## src/rtl/bcd_cnt_ctrl_if.sv

```systemverilog
`default_nettype none
// ============================================================================
// Module      : bcd_cnt_ctrl_if
// Description : Button / counter-control bundle between the board buttons,
//               the bcd_cnt_ctrl sequencer and the BCD counter datapath.
//               slave  = sequencer side (buttons in, strobes out)
//               master = board/counter side
// Revision    : 1.0 - initial release
// ============================================================================
interface bcd_cnt_ctrl_if;
  logic       Toggle;   // raw button, active-low, asynchronous
  logic       Push;     // raw button, active-low, asynchronous
  logic       Cnt_en;   // one-cycle count strobe
  logic       Cnt_dir;  // 1 = up, 0 = down
  logic       Cnt_clr;  // one-cycle clear strobe
  logic [1:0] State_o;  // sequencer state for debug LEDs

  modport master (
    output Toggle,
    output Push,
    input  Cnt_en,
    input  Cnt_dir,
    input  Cnt_clr,
    input  State_o
  );

  modport slave (
    input  Toggle,
    input  Push,
    output Cnt_en,
    output Cnt_dir,
    output Cnt_clr,
    output State_o
  );
endinterface
`default_nettype wire

```

## src/rtl/bcd_cnt_ctrl.sv

```systemverilog
`default_nettype none
// ============================================================================
// Module      : bcd_cnt_ctrl
// Description : Control sequencer for the 3-digit BCD up/down counter.
//               Synchronizes and debounces the active-low Toggle and Push
//               buttons, detects press/release, and drives the registered
//               count-enable, direction and clear strobes.
//               Optional macro AUTO_RPT_EN enables auto-repeat while Push
//               stays held (RPT_WAIT / RPT states); without it each press
//               yields exactly one count strobe.
// Revision    : 1.0 - initial release
// ============================================================================
module bcd_cnt_ctrl #(
  parameter int DB_CYCLES = 4,   // stable samples before a debounced change
  parameter int RPT_DLY   = 16,  // first pulse -> first repeat pulse
  parameter int RPT_PER   = 4    // spacing of subsequent repeat pulses
) (
  input  logic          Clk,
  input  logic          Rst,
  bcd_cnt_ctrl_if.slave bus
);

  localparam int c_max_par = (DB_CYCLES > RPT_DLY) ?
                             ((DB_CYCLES > RPT_PER) ? DB_CYCLES : RPT_PER) :
                             ((RPT_DLY   > RPT_PER) ? RPT_DLY   : RPT_PER);
  localparam int c_cnt_w = $clog2(c_max_par) + 1;

  localparam logic [c_cnt_w-1:0] c_db_last  = c_cnt_w'(DB_CYCLES - 1);
  localparam logic [c_cnt_w-1:0] c_dly_last = c_cnt_w'(RPT_DLY - 1);
  localparam logic [c_cnt_w-1:0] c_per_last = c_cnt_w'(RPT_PER - 1);
  localparam logic [c_cnt_w-1:0] c_cnt_full = '1;

  localparam int c_push = 0;
  localparam int c_tgl  = 1;

  typedef enum logic [1:0] {
    IDLE     = 2'd0,
    HELD     = 2'd1,
    RPT_WAIT = 2'd2,
    RPT      = 2'd3
  } state_t;

  logic [1:0] w_raw;
  logic [1:0] w_press;
  logic       w_push_deb;
  logic       w_push_rel;

  assign w_raw = {bus.Toggle, bus.Push};

  // --------------------------------------------------------------------------
  // Per-button conditioning: 2-FF synchronizer, debouncer, edge detector.
  // After reset a button is "unarmed": the debouncer then only counts
  // consecutive released samples, and the button arms once it has been seen
  // released for DB_CYCLES samples. A button held through reset therefore
  // produces no press until it is released and pressed again.
  // --------------------------------------------------------------------------
  generate
    for (genvar gi = 0; gi < 2; gi++) begin : g_btn
      logic               r_sync1;
      logic               r_sync2;
      logic               r_deb;
      logic               r_deb_q;
      logic               r_arm;
      logic [c_cnt_w-1:0] r_db_cnt;

      // Synchronize, debounce and keep the previous debounced level.
      always_ff @(posedge Clk or posedge Rst) begin
        if (Rst) begin
          r_sync1  <= 1'b1;
          r_sync2  <= 1'b1;
          r_deb    <= 1'b1;
          r_deb_q  <= 1'b1;
          r_arm    <= 1'b0;
          r_db_cnt <= '0;
        end else begin
          r_sync1 <= w_raw[gi];
          r_sync2 <= r_sync1;
          r_deb_q <= r_deb;
          if (!r_arm) begin
            if (!r_sync2) begin
              r_db_cnt <= '0;
            end else if (r_db_cnt == c_db_last) begin
              r_arm    <= 1'b1;
              r_db_cnt <= '0;
            end else begin
              r_db_cnt <= r_db_cnt + 1'b1;
            end
          end else if (r_sync2 == r_deb) begin
            r_db_cnt <= '0;
          end else if (r_db_cnt == c_db_last) begin
            r_deb    <= r_sync2;
            r_db_cnt <= '0;
          end else begin
            r_db_cnt <= r_db_cnt + 1'b1;
          end
        end
      end

      assign w_press[gi] = r_deb_q & ~r_deb;

      if (gi == c_push) begin : g_push_taps
        assign w_push_deb = r_deb;
        assign w_push_rel = ~r_deb_q & r_deb;
      end
    end
  endgenerate

  // --------------------------------------------------------------------------
  // Sequencer
  // --------------------------------------------------------------------------
  state_t             r_state;
  state_t             w_state_nx;
  logic               r_en;
  logic               w_en_nx;
  logic               r_clr;
  logic               w_clr_nx;
  logic               r_dir;
  logic               w_dir_nx;
  logic               r_clr_pend;  // clear owed after a simultaneous press
  logic               w_clr_pend_nx;
  logic [c_cnt_w-1:0] r_rpt_cnt;   // cycles since the last count pulse
  logic [c_cnt_w-1:0] w_rpt_nx;

  // State and registered outputs.
  always_ff @(posedge Clk or posedge Rst) begin
    if (Rst) begin
      r_state    <= IDLE;
      r_en       <= 1'b0;
      r_clr      <= 1'b0;
      r_dir      <= 1'b1;
      r_clr_pend <= 1'b0;
      r_rpt_cnt  <= '0;
    end else begin
      r_state    <= w_state_nx;
      r_en       <= w_en_nx;
      r_clr      <= w_clr_nx;
      r_dir      <= w_dir_nx;
      r_clr_pend <= w_clr_pend_nx;
      r_rpt_cnt  <= w_rpt_nx;
    end
  end

  // Next state and next outputs. A Toggle press while Push is held means
  // "clear"; when both presses land together the count pulse goes first and
  // the clear follows one cycle later so the strobes never overlap.
  always_comb begin
    w_state_nx    = r_state;
    w_en_nx       = 1'b0;
    w_clr_nx      = 1'b0;
    w_dir_nx      = r_dir;
    w_clr_pend_nx = 1'b0;
    w_rpt_nx      = (r_rpt_cnt == c_cnt_full) ? r_rpt_cnt : r_rpt_cnt + 1'b1;

    if (r_clr_pend) begin
      w_clr_nx   = 1'b1;
      w_state_nx = IDLE;
    end else if (w_press[c_tgl] && !w_push_deb) begin
      if (w_press[c_push]) begin
        w_en_nx       = 1'b1;
        w_state_nx    = HELD;
        w_clr_pend_nx = 1'b1;
        w_rpt_nx      = '0;
      end else begin
        w_clr_nx   = 1'b1;
        w_state_nx = IDLE;
      end
    end else begin
      if (w_press[c_tgl]) begin
        w_dir_nx = ~r_dir;
      end
      case (r_state)
        IDLE: begin
          if (w_press[c_push]) begin
            w_en_nx    = 1'b1;
            w_state_nx = HELD;
            w_rpt_nx   = '0;
          end
        end
        HELD: begin
          if (w_push_rel) begin
            w_state_nx = IDLE;
          end else begin
`ifdef AUTO_RPT_EN
            w_state_nx = RPT_WAIT;
            w_rpt_nx   = c_cnt_w'(1);
`else
            w_state_nx = HELD;
`endif
          end
        end
        RPT_WAIT: begin
          if (w_push_rel) begin
            w_state_nx = IDLE;
          end else if (r_rpt_cnt == c_dly_last) begin
            w_state_nx = RPT;
            w_en_nx    = 1'b1;
            w_rpt_nx   = '0;
          end
        end
        RPT: begin
          if (w_push_rel) begin
            w_state_nx = IDLE;
          end else if (r_rpt_cnt == c_per_last) begin
            w_en_nx  = 1'b1;
            w_rpt_nx = '0;
          end
        end
        default: w_state_nx = IDLE;
      endcase
    end
  end

  assign bus.Cnt_en  = r_en;
  assign bus.Cnt_clr = r_clr;
  assign bus.Cnt_dir = r_dir;
  assign bus.State_o = r_state;

endmodule
`default_nettype wire

```

## src/flat_wrapper.sv

```systemverilog
// flat-port wrapper written by rule: the top's interface ports become plain ports
module bcd_cnt_ctrl_flat 
#(
  parameter int DB_CYCLES = 4,                                              
  parameter int RPT_DLY   = 16,                                      
  parameter int RPT_PER   = 4                                          
)
  (Clk, Rst, bus_Toggle, bus_Push, bus_Cnt_en, bus_Cnt_dir, bus_Cnt_clr, bus_State_o);
  bcd_cnt_ctrl_if bus_i ();
  input  logic Clk;
  input  logic Rst;
  input wire logic [$bits(bus_i.Toggle)-1:0] bus_Toggle;
  input wire logic [$bits(bus_i.Push)-1:0] bus_Push;
  output wire logic [$bits(bus_i.Cnt_en)-1:0] bus_Cnt_en;
  output wire logic [$bits(bus_i.Cnt_dir)-1:0] bus_Cnt_dir;
  output wire logic [$bits(bus_i.Cnt_clr)-1:0] bus_Cnt_clr;
  output wire logic [$bits(bus_i.State_o)-1:0] bus_State_o;
  assign bus_i.Toggle = bus_Toggle;
  assign bus_i.Push = bus_Push;
  assign bus_Cnt_en = bus_i.Cnt_en;
  assign bus_Cnt_dir = bus_i.Cnt_dir;
  assign bus_Cnt_clr = bus_i.Cnt_clr;
  assign bus_State_o = bus_i.State_o;
  bcd_cnt_ctrl #(.DB_CYCLES(DB_CYCLES), .RPT_DLY(RPT_DLY), .RPT_PER(RPT_PER)) u_core (.Clk(Clk), .Rst(Rst), .bus(bus_i));
endmodule
```

## config.mk

```make
export PLATFORM = sky130hd
export DESIGN_NAME = bcd_cnt_ctrl_flat
export DESIGN_NICKNAME = d
export VERILOG_FILES = /design/src/rtl/bcd_cnt_ctrl_if.sv /design/src/rtl/bcd_cnt_ctrl.sv /design/src/flat_wrapper.sv
export SDC_FILE = /design/constraint.sdc
export NUM_CORES = 1
export LEC_CHECK = 0
export BUFFER_PORTS_ARGS = -buffer_cell sky130_fd_sc_hd__buf_2
export CAP_MARGIN = 20
export CORE_ASPECT_RATIO = 0.9
export CORE_MARGIN = 3
export CORE_UTILIZATION = 26
export CTS_BUF_LIST = sky130_fd_sc_hd__clkbuf_16
export CTS_CLUSTER_SIZE = 40
export DETAILED_ROUTE_END_ITERATION = 7
export SYNTH_ARGS = -nofsm -noshare
export SYNTH_HDL_FRONTEND = slang
export SYNTH_SLANG_ARGS = --single-unit
export TNS_END_PERCENT = 10
```

## constraint.sdc

```tcl
create_clock -name Clk -period 1.6 [get_ports Clk]
set_input_delay 0.32 -clock Clk [delete_from_list [all_inputs] [get_ports Clk]]
set_output_delay 0.32 -clock Clk [all_outputs]
set_load 0.03 [all_outputs]
```

==> summary.md, run 1 <==
| Metric | Value |
|---|---|
| Routed WL | `2470 um` |
| Critical path peak fanout | `6` |
| CP delay by family, top | `flip-flops` |
| CP cell instances | `or3b_1, a21oi_2, o221a_2, nor3_1` |
| Synth Net Count | `130` |
| Htree depth | `2` |
| Detailed Place HPWL | `about 1600 um` |
| Pin count of the biggest net entering global routing | `32` |
| CTS clk-pin slew, worst paths | `approximately 0.05 ns` |
| Final Wtd Congestion | `0.889` |
| Slowest-stage cell, CP | `dfstp_2` |
| Syn-to-layout area delta | `23.0%` |
| Hold_ws | `0.107 ns` |
| CP required | `between 1.5 and 2 ns` |
| Max Slew Vio Count | `0` |
| Mapped Cells | `~120` |
| Vias in the first global route | `913` |
| CP Capture Type | `flip-flop` |
| Starting Density | `0.277` |
| Final setup TNS | `0 ns` |
| Syn Area/Cell | `~11 um2` |
| Post-synth top flop | `dfrtp_1` |
| Row count | `24` |
| Root buf cell | `clkbuf_16` |
| Worst setup startpoint | `u_core.g_btn[0].r_deb_q$_DFF_PP1_` |
| Final hold viol count | `0` |
| Distinct cells, synth | `35` |
| Drt wl/cell | `approximately 12 um` |
| Slew Limit Headroom | `0.704` |
| Peak VDD IR | `about 0.64 mV` |
| I/O pins | `9` |
| GRT Total Usage | `0.0939` |
| Reg2reg setup slack | `0.04 ns` |
| Reg2reg end | `u_core.r_rpt_cnt[0]$_DFF_PP0_` |
| Final nets | `148` |
| Post-synth ARST share | `1.00` |
| Clock Latency Late Sink | `between 0.2 and 0.3 ns` |
| Cell Pwr Density | `1920 mW/mm2` |
| Worst r2r src | `u_core.g_btn[0].r_deb_q$_DFF_PP1_` |
| Sink Count | `31` |
| Slowest stage delay, CP | `roughly 0.56 ns` |
| Share of cells above drive strength 1 | `0.289` |
| Placed Area | `between 0.0015 and 0.002 mm2` |
| Buffer and inverter count on the worst path | `0` |
| CTS buffer count | `5` |
| Worst Setup Start Kind | `flip-flop` |
| Full die area | `between 0.006 and 0.007 mm2` |
| Kind of critical path | `reg2reg` |
| Synth Register Bits | `31` |
| CTS max path bufs | `2` |
| Post-route fraction of the period consumed by the critical path | `0.972` |
| Outcome | `complete, no violations` |
| Global route overflow | `0` |
| Final instance area | `about 0.0017 mm2` |
| Post-CTS Setup Repair Bufs | `0` |
| Mapped cell area | `0.00138 mm2` |
| Setup Skew | `~0.0067 ns` |
| First-pass GRT wire length | `between 4000 and 5000 um` |
| Final setup fails | `0` |
| Overall power | `~3.3 mW` |
| Max-cap violation count | `0` |
| Initial DRC Count | `44` |
| Via count | `about 940` |
| Die Y | `roughly 75 um` |
| Max frequency | `643 MHz` |
| R2R depth | `4` |
| Worst min-delay path category | `in2async` |
| P_leak | `between 0.7 and 0.8 nW` |
| Initial antenna violation count | `0` |
| Die X | `82.8 um` |
| EDFF count, synth | `0` |
| DR DRC count | `0` |
| Clock tree from TritonCTS | `done` |
| Syn. warnings | `0` |
| Worst-margin pin slew | `roughly 0.44 ns` |
| Number of diodes | `0` |
| PortBufs | `8` |
| Core box area | `0.00498 mm2` |
| Vias per Instance | `roughly 4.5` |
| Worst Path Arrival | `between 1.5 and 2 ns` |
| Final ANT Viol Nets | `0` |
| DR pass1 iterations | `4` |
| Sequential share of the synthesized area | `0.571` |
| Period minus WS final | `~1.6 ns` |
per-layer routing:
metal | track usage | part of all wire | up-vias
li1 | - | - | 465
met1 | 0.119 | 0.47 | 438
met2 | 0.129 | 0.43 | 28
met3 | 0.0395 | 0.065 | 8
met4 | 0.0653 | 0.031 | 0
met5 | 0 | 0 | -
how the worst max path moves through the flow:
stage | endpoint | cells past startpoint | slack, ns
2_1_floorplan | u_core.r_rpt_cnt[2]$_DFF_PP0_ | 4 | 0.10
3_3_place_gp | u_core.r_rpt_cnt[0]$_DFF_PP0_ | 5 | 0.05
3_5_place_dp | u_core.r_rpt_cnt[3]$_DFF_PP0_ | 4 | 0.05
4_1_cts | u_core.r_rpt_cnt[0]$_DFF_PP0_ | 4 | 0.04
5_1_grt | u_core.r_rpt_cnt[3]$_DFF_PP0_ | 4 | -0.002
6_report | u_core.r_rpt_cnt[0]$_DFF_PP0_ | 4 | 0.04
power by group:
group          internal (mW)  switching (mW)
logic                  0.469           0.528
registers               1.08           0.284
clock network          0.563           0.328
layout make-up:
cell class / instances / area (um2)
Timing Repair Buffer: 12 / 70.1
Clock buffer: 5 / 125
Tap cell: 65 / 81.3
Inverter: 7 / 26.3
Sequential cell: 31 / 787
Fill cell: 526 / 3290
Clock inverter: 3 / 15.0
Multi-Input combinational cell: 84 / 591
repair_timing:
item | 4_1_cts | 5_1_grt
gates resized for setup | 0 | 6
hold buffers | 0 | 0
setup endpoints to repair | 0 | 7
hold endpoints to repair | 0 | 0
flip-flops by register name, indices dropped and copies added, names as in the netlist:
register,cells
u_core.r_clr_pend,1
u_core.r_rpt_cnt,5
u_core.g_btn.r_deb,2
u_core.bus.Cnt_en,1
u_core.g_btn.r_sync1,2
u_core.g_btn.r_sync2,2
u_core.g_btn.r_deb_q,2
u_core.g_btn.r_arm,2
u_core.g_btn.r_db_cnt,10
u_core.bus.State_o,2
u_core.bus.Cnt_dir,1
u_core.bus.Cnt_clr,1
tightest hold or removal path, cell delays in order:
cell and delay [ns]:
buf_2 0.09, inv_1 0.04, buf_4 0.34
layout by cell type, fill, tap and decap left out, drive strengths merged, types with 2 or more instances in the layout:
cell	instances
inv	7
mux2	3
nor3	3
nor4b	2
a21o	3
clkinv	2
nand3	6
a21oi	6
dfstp	9
xnor2	3
nor2	14
nor3b	2
nand2b	3
or2	2
ha	3
o21ai	5
clkbuf	5
nand2	5
a211oi	2
or3b	2
nor2b	2
dfrtp	22
buf	12
xor2	7
through the flow:
step,util,instances,worst slack (ns)
CTS,0.334,207,0.0356
global placement,0.306,199,0.0538
global route,0.340,207,-0.00180
floorplan,-,123,0.103
detailed placement,0.306,199,0.0457
finish,0.340,207,0.0448
cell usage after synthesis (3+ instances only):
master	n	area, um2
a21o_1	3	22.5
a21oi_1	6	30.0
dfrtp_1	22	551
dfstp_2	9	236
ha_1	3	37.5
inv_1	6	22.5
mux2_2	3	33.8
nand2_1	5	18.8
nand2b_1	3	18.8
nand3_1	6	30.0
nor2_1	14	52.6
nor3_1	3	15.0
o21ai_0	5	25.0
xnor2_1	3	26.3
xor2_1	7	61.3
kinds of logic (layout without fill, tap and decap cells):
group,count (synthesis),in the layout,share of synthesized area
compound gates,22,22,0.109
simple gates,45,45,0.175
fa+ha+maj,3,3,0.0272
xor+xnor,10,10,0.0635
mux,4,4,0.0318
flops,31,31,0.571
buf+inv,8,27,0.0227
Note: power is estimated with default switching activity, not from simulation.
==> run 2: changes to the inputs <==
- CORE_UTILIZATION: 26 -> 58
- PLACE_DENSITY: unset -> 0.77
- TNS_END_PERCENT: 10 -> unset
==> summary.md, run 2 (synthesized netlist as in run 1, its figures left out) <==
| Metric | Value |
|---|---|
| Outcome | `complete, no violations` |
| Largest regs | `u_core.g_btn.r_db_cnt: 10 flops, u_core.r_rpt_cnt: 5 flops` |
| Pin count of the biggest net entering global routing | `32` |
| DR DRC count | `0` |
| Final setup fails | `0` |
| Kind of critical path | `reg2reg` |
| Largest Register | `u_core.g_btn.r_db_cnt` |
| Switching Power | `1.14 mW` |
| CP cell instances | `or3b_4, or3_4, inv_2, a211oi_1` |
| Routed length on met3 | `99 um` |
| Setup Skew | `~0.0036 ns` |
| Post-CTS Hold Buffers | `0` |
| Clock network fraction of total power | `0.304` |
| Drt wl/cell | `around 15 um` |
| P_leak | `approximately 0.76 nW` |
| Final ANT Viol Nets | `0` |
| Vias in the first global route | `955` |
| DR WL met2 | `1210 um` |
| Worst Path Arrival | `1.69 ns` |
| Reg power frac | `0.406` |
| CTS buffer count | `5` |
| Worst path depth | `4` |
| Worst min-delay path category | `in2async` |
| Sink Count | `31` |
| Share of cells above drive strength 1 | `0.298` |
| Via count | `951` |
| CP Capture Type | `flip-flop` |
| Post-route fraction of the period consumed by the critical path | `0.969` |
| I/O pins | `9` |
| Number of diodes | `0` |
| Final Wtd Congestion | `0.829` |
| Worst r2r src | `u_core.g_btn[1].r_deb_q$_DFF_PP1_` |
| CP required | `between 1.5 and 2 ns` |
| PortBufs | `8` |
| Syn-to-layout area delta | `20.8%` |
| Layout Cells excl Fill | `approximately 170` |
| Final hold viol count | `0` |
| Initial DRC Count | `31` |
| CP delay by family, top | `simple AND/OR/NAND/NOR gates` |
| Clock Latency Late Sink | `~0.27 ns` |
| Commonest non-fill, non-tap cell in the layout | `dfrtp_1` |
| Routed WL | `around 2500 um` |
| Final nets | `~150` |
| Core box area | `approximately 0.0022 mm2` |
| Worst-margin pin slew | `0.369 ns` |
| First-pass GRT wire length | `~4200 um` |
| DR top layer | `met4` |
| Post-CTS sizing | `0` |
| Buffer and inverter count on the worst path | `1` |
| DP Cell Count | `160` |
| CTS clk-pin slew, worst paths | `around 0.050 ns` |
| CTS max path bufs | `2` |
| Switching portion of total power | `0.335` |
| Period minus WS final | `approximately 1.6 ns` |
| Combinational power share | `0.290` |
| Largest register FFs | `10` |
| DR pass1 iterations | `4` |
| Global route overflow | `0` |
| Critical path peak fanout | `5` |
| R2R depth | `4` |
| DRT met1 WL | `about 1100 um` |
| Worst Setup Start Kind | `flip-flop` |
| Htree depth | `2` |
| Slew Limit Headroom | `0.754` |
| Most frequent cells in the layout | `22 x dfrtp_1, 14 x nor2_1, 9 x dfstp_2, 8 x buf_2, 7 x xor2_1` |
| Reg2reg setup slack | `about 0.05 ns` |
| Peak VDD IR | `between 1.5 and 2 mV` |
| Max Slew Vio Count | `0` |
| Slowest stage delay, CP | `between 0.5 and 0.6 ns` |
| Slowest-stage cell, CP | `dfstp_2` |
| Clock tree from TritonCTS | `done` |
| Detailed Place HPWL | `between 1500 and 2000 um` |
| Vias per Instance | `5.66` |
| Initial antenna violation count | `0` |
| GRT Total Usage | `0.188` |
| Core Util, Final | `0.749` |
| Post-CTS Setup Repair Bufs | `0` |
| Starting Density | `0.620` |
| Reg2reg end | `u_core.r_rpt_cnt[2]$_DFF_PP0_` |
| Die Y | `roughly 52 um` |
| Max frequency | `between 600 and 700 MHz` |
| Internal | `around 2.3 mW` |
| Root buf cell | `clkbuf_16` |
| Die X | `57.4 um` |
| Cell Pwr Density | `approximately 2000 mW/mm2` |
| Row count | `16` |
| Full die area | `between 0.002 and 0.003 mm2` |
| Max-cap violation count | `0` |
run 2: worst max path at each step:
stage                                 startpoint                       endpoint  slack (ns)
3_5_place_dp   u_core.g_btn[1].r_deb_q$_DFF_PP1_  u_core.r_rpt_cnt[2]$_DFF_PP0_        0.06
2_1_floorplan  u_core.bus.State_o[1]$_DFFE_PP0P_  u_core.r_rpt_cnt[2]$_DFF_PP0_        0.10
3_3_place_gp       u_core.r_rpt_cnt[0]$_DFF_PP0_  u_core.r_rpt_cnt[2]$_DFF_PP0_        0.08
6_report       u_core.g_btn[1].r_deb_q$_DFF_PP1_  u_core.r_rpt_cnt[2]$_DFF_PP0_        0.05
4_1_cts        u_core.g_btn[1].r_deb_q$_DFF_PP1_  u_core.r_rpt_cnt[2]$_DFF_PP0_        0.03
5_1_grt        u_core.g_btn[1].r_deb_q$_DFF_PP1_  u_core.r_rpt_cnt[2]$_DFF_PP0_      -0.005
run 2: worst reg2reg max path, delay by kind of cell, from the launching register on:
family | cells | cell delay [ns]
and+or+nand+nor | 2 | 0.74
buffers and inverters | 1 | 0.10
AOI/OAI and AO/OA | 1 | 0.06
DFF | 1 | 0.53
run 2: routing by layer:
layer,track usage,up-vias
li1,-,465
met1,0.230,456
met2,0.291,24
met3,0.0616,6
met4,0.112,0
met5,0,-
run 2: final cells by class:
type | instances | area, um2
Sequential cell | 31 | 787
Multi-Input combinational cell | 84 | 592
Fill cell | 142 | 557
Clock buffer | 5 | 125
Timing Repair Buffer | 11 | 62.6
Clock inverter | 3 | 38.8
Tap cell | 27 | 33.8
Inverter | 7 | 26.3
run 2: power by group through the flow:
stage	combinational [mW]	clock [mW]	sequential, mW
floorplan	0.660	0	1.38
global placement	0.914	0	1.34
detailed placement	0.940	0	1.36
CTS	0.951	1.04	1.37
global route	1.10	1.08	1.42
finish	0.988	1.04	1.38
run 2: stage by stage:
step | setup slack (ns) | cell area [um2] | hold slack, ns | power, mW | setup TNS, ns
floorplan | 0.103 | 1380 | 0.324 | 2.04 | 0
global placement | 0.0796 | 1470 | 0.346 | 2.26 | 0
detailed placement | 0.0572 | 1470 | 0.349 | 2.30 | 0
CTS | 0.0297 | 1630 | 0.127 | 3.36 | 0
global route | -0.00538 | 1670 | 0.141 | 3.61 | -0.00538
finish | 0.0500 | 1670 | 0.110 | 3.40 | 0
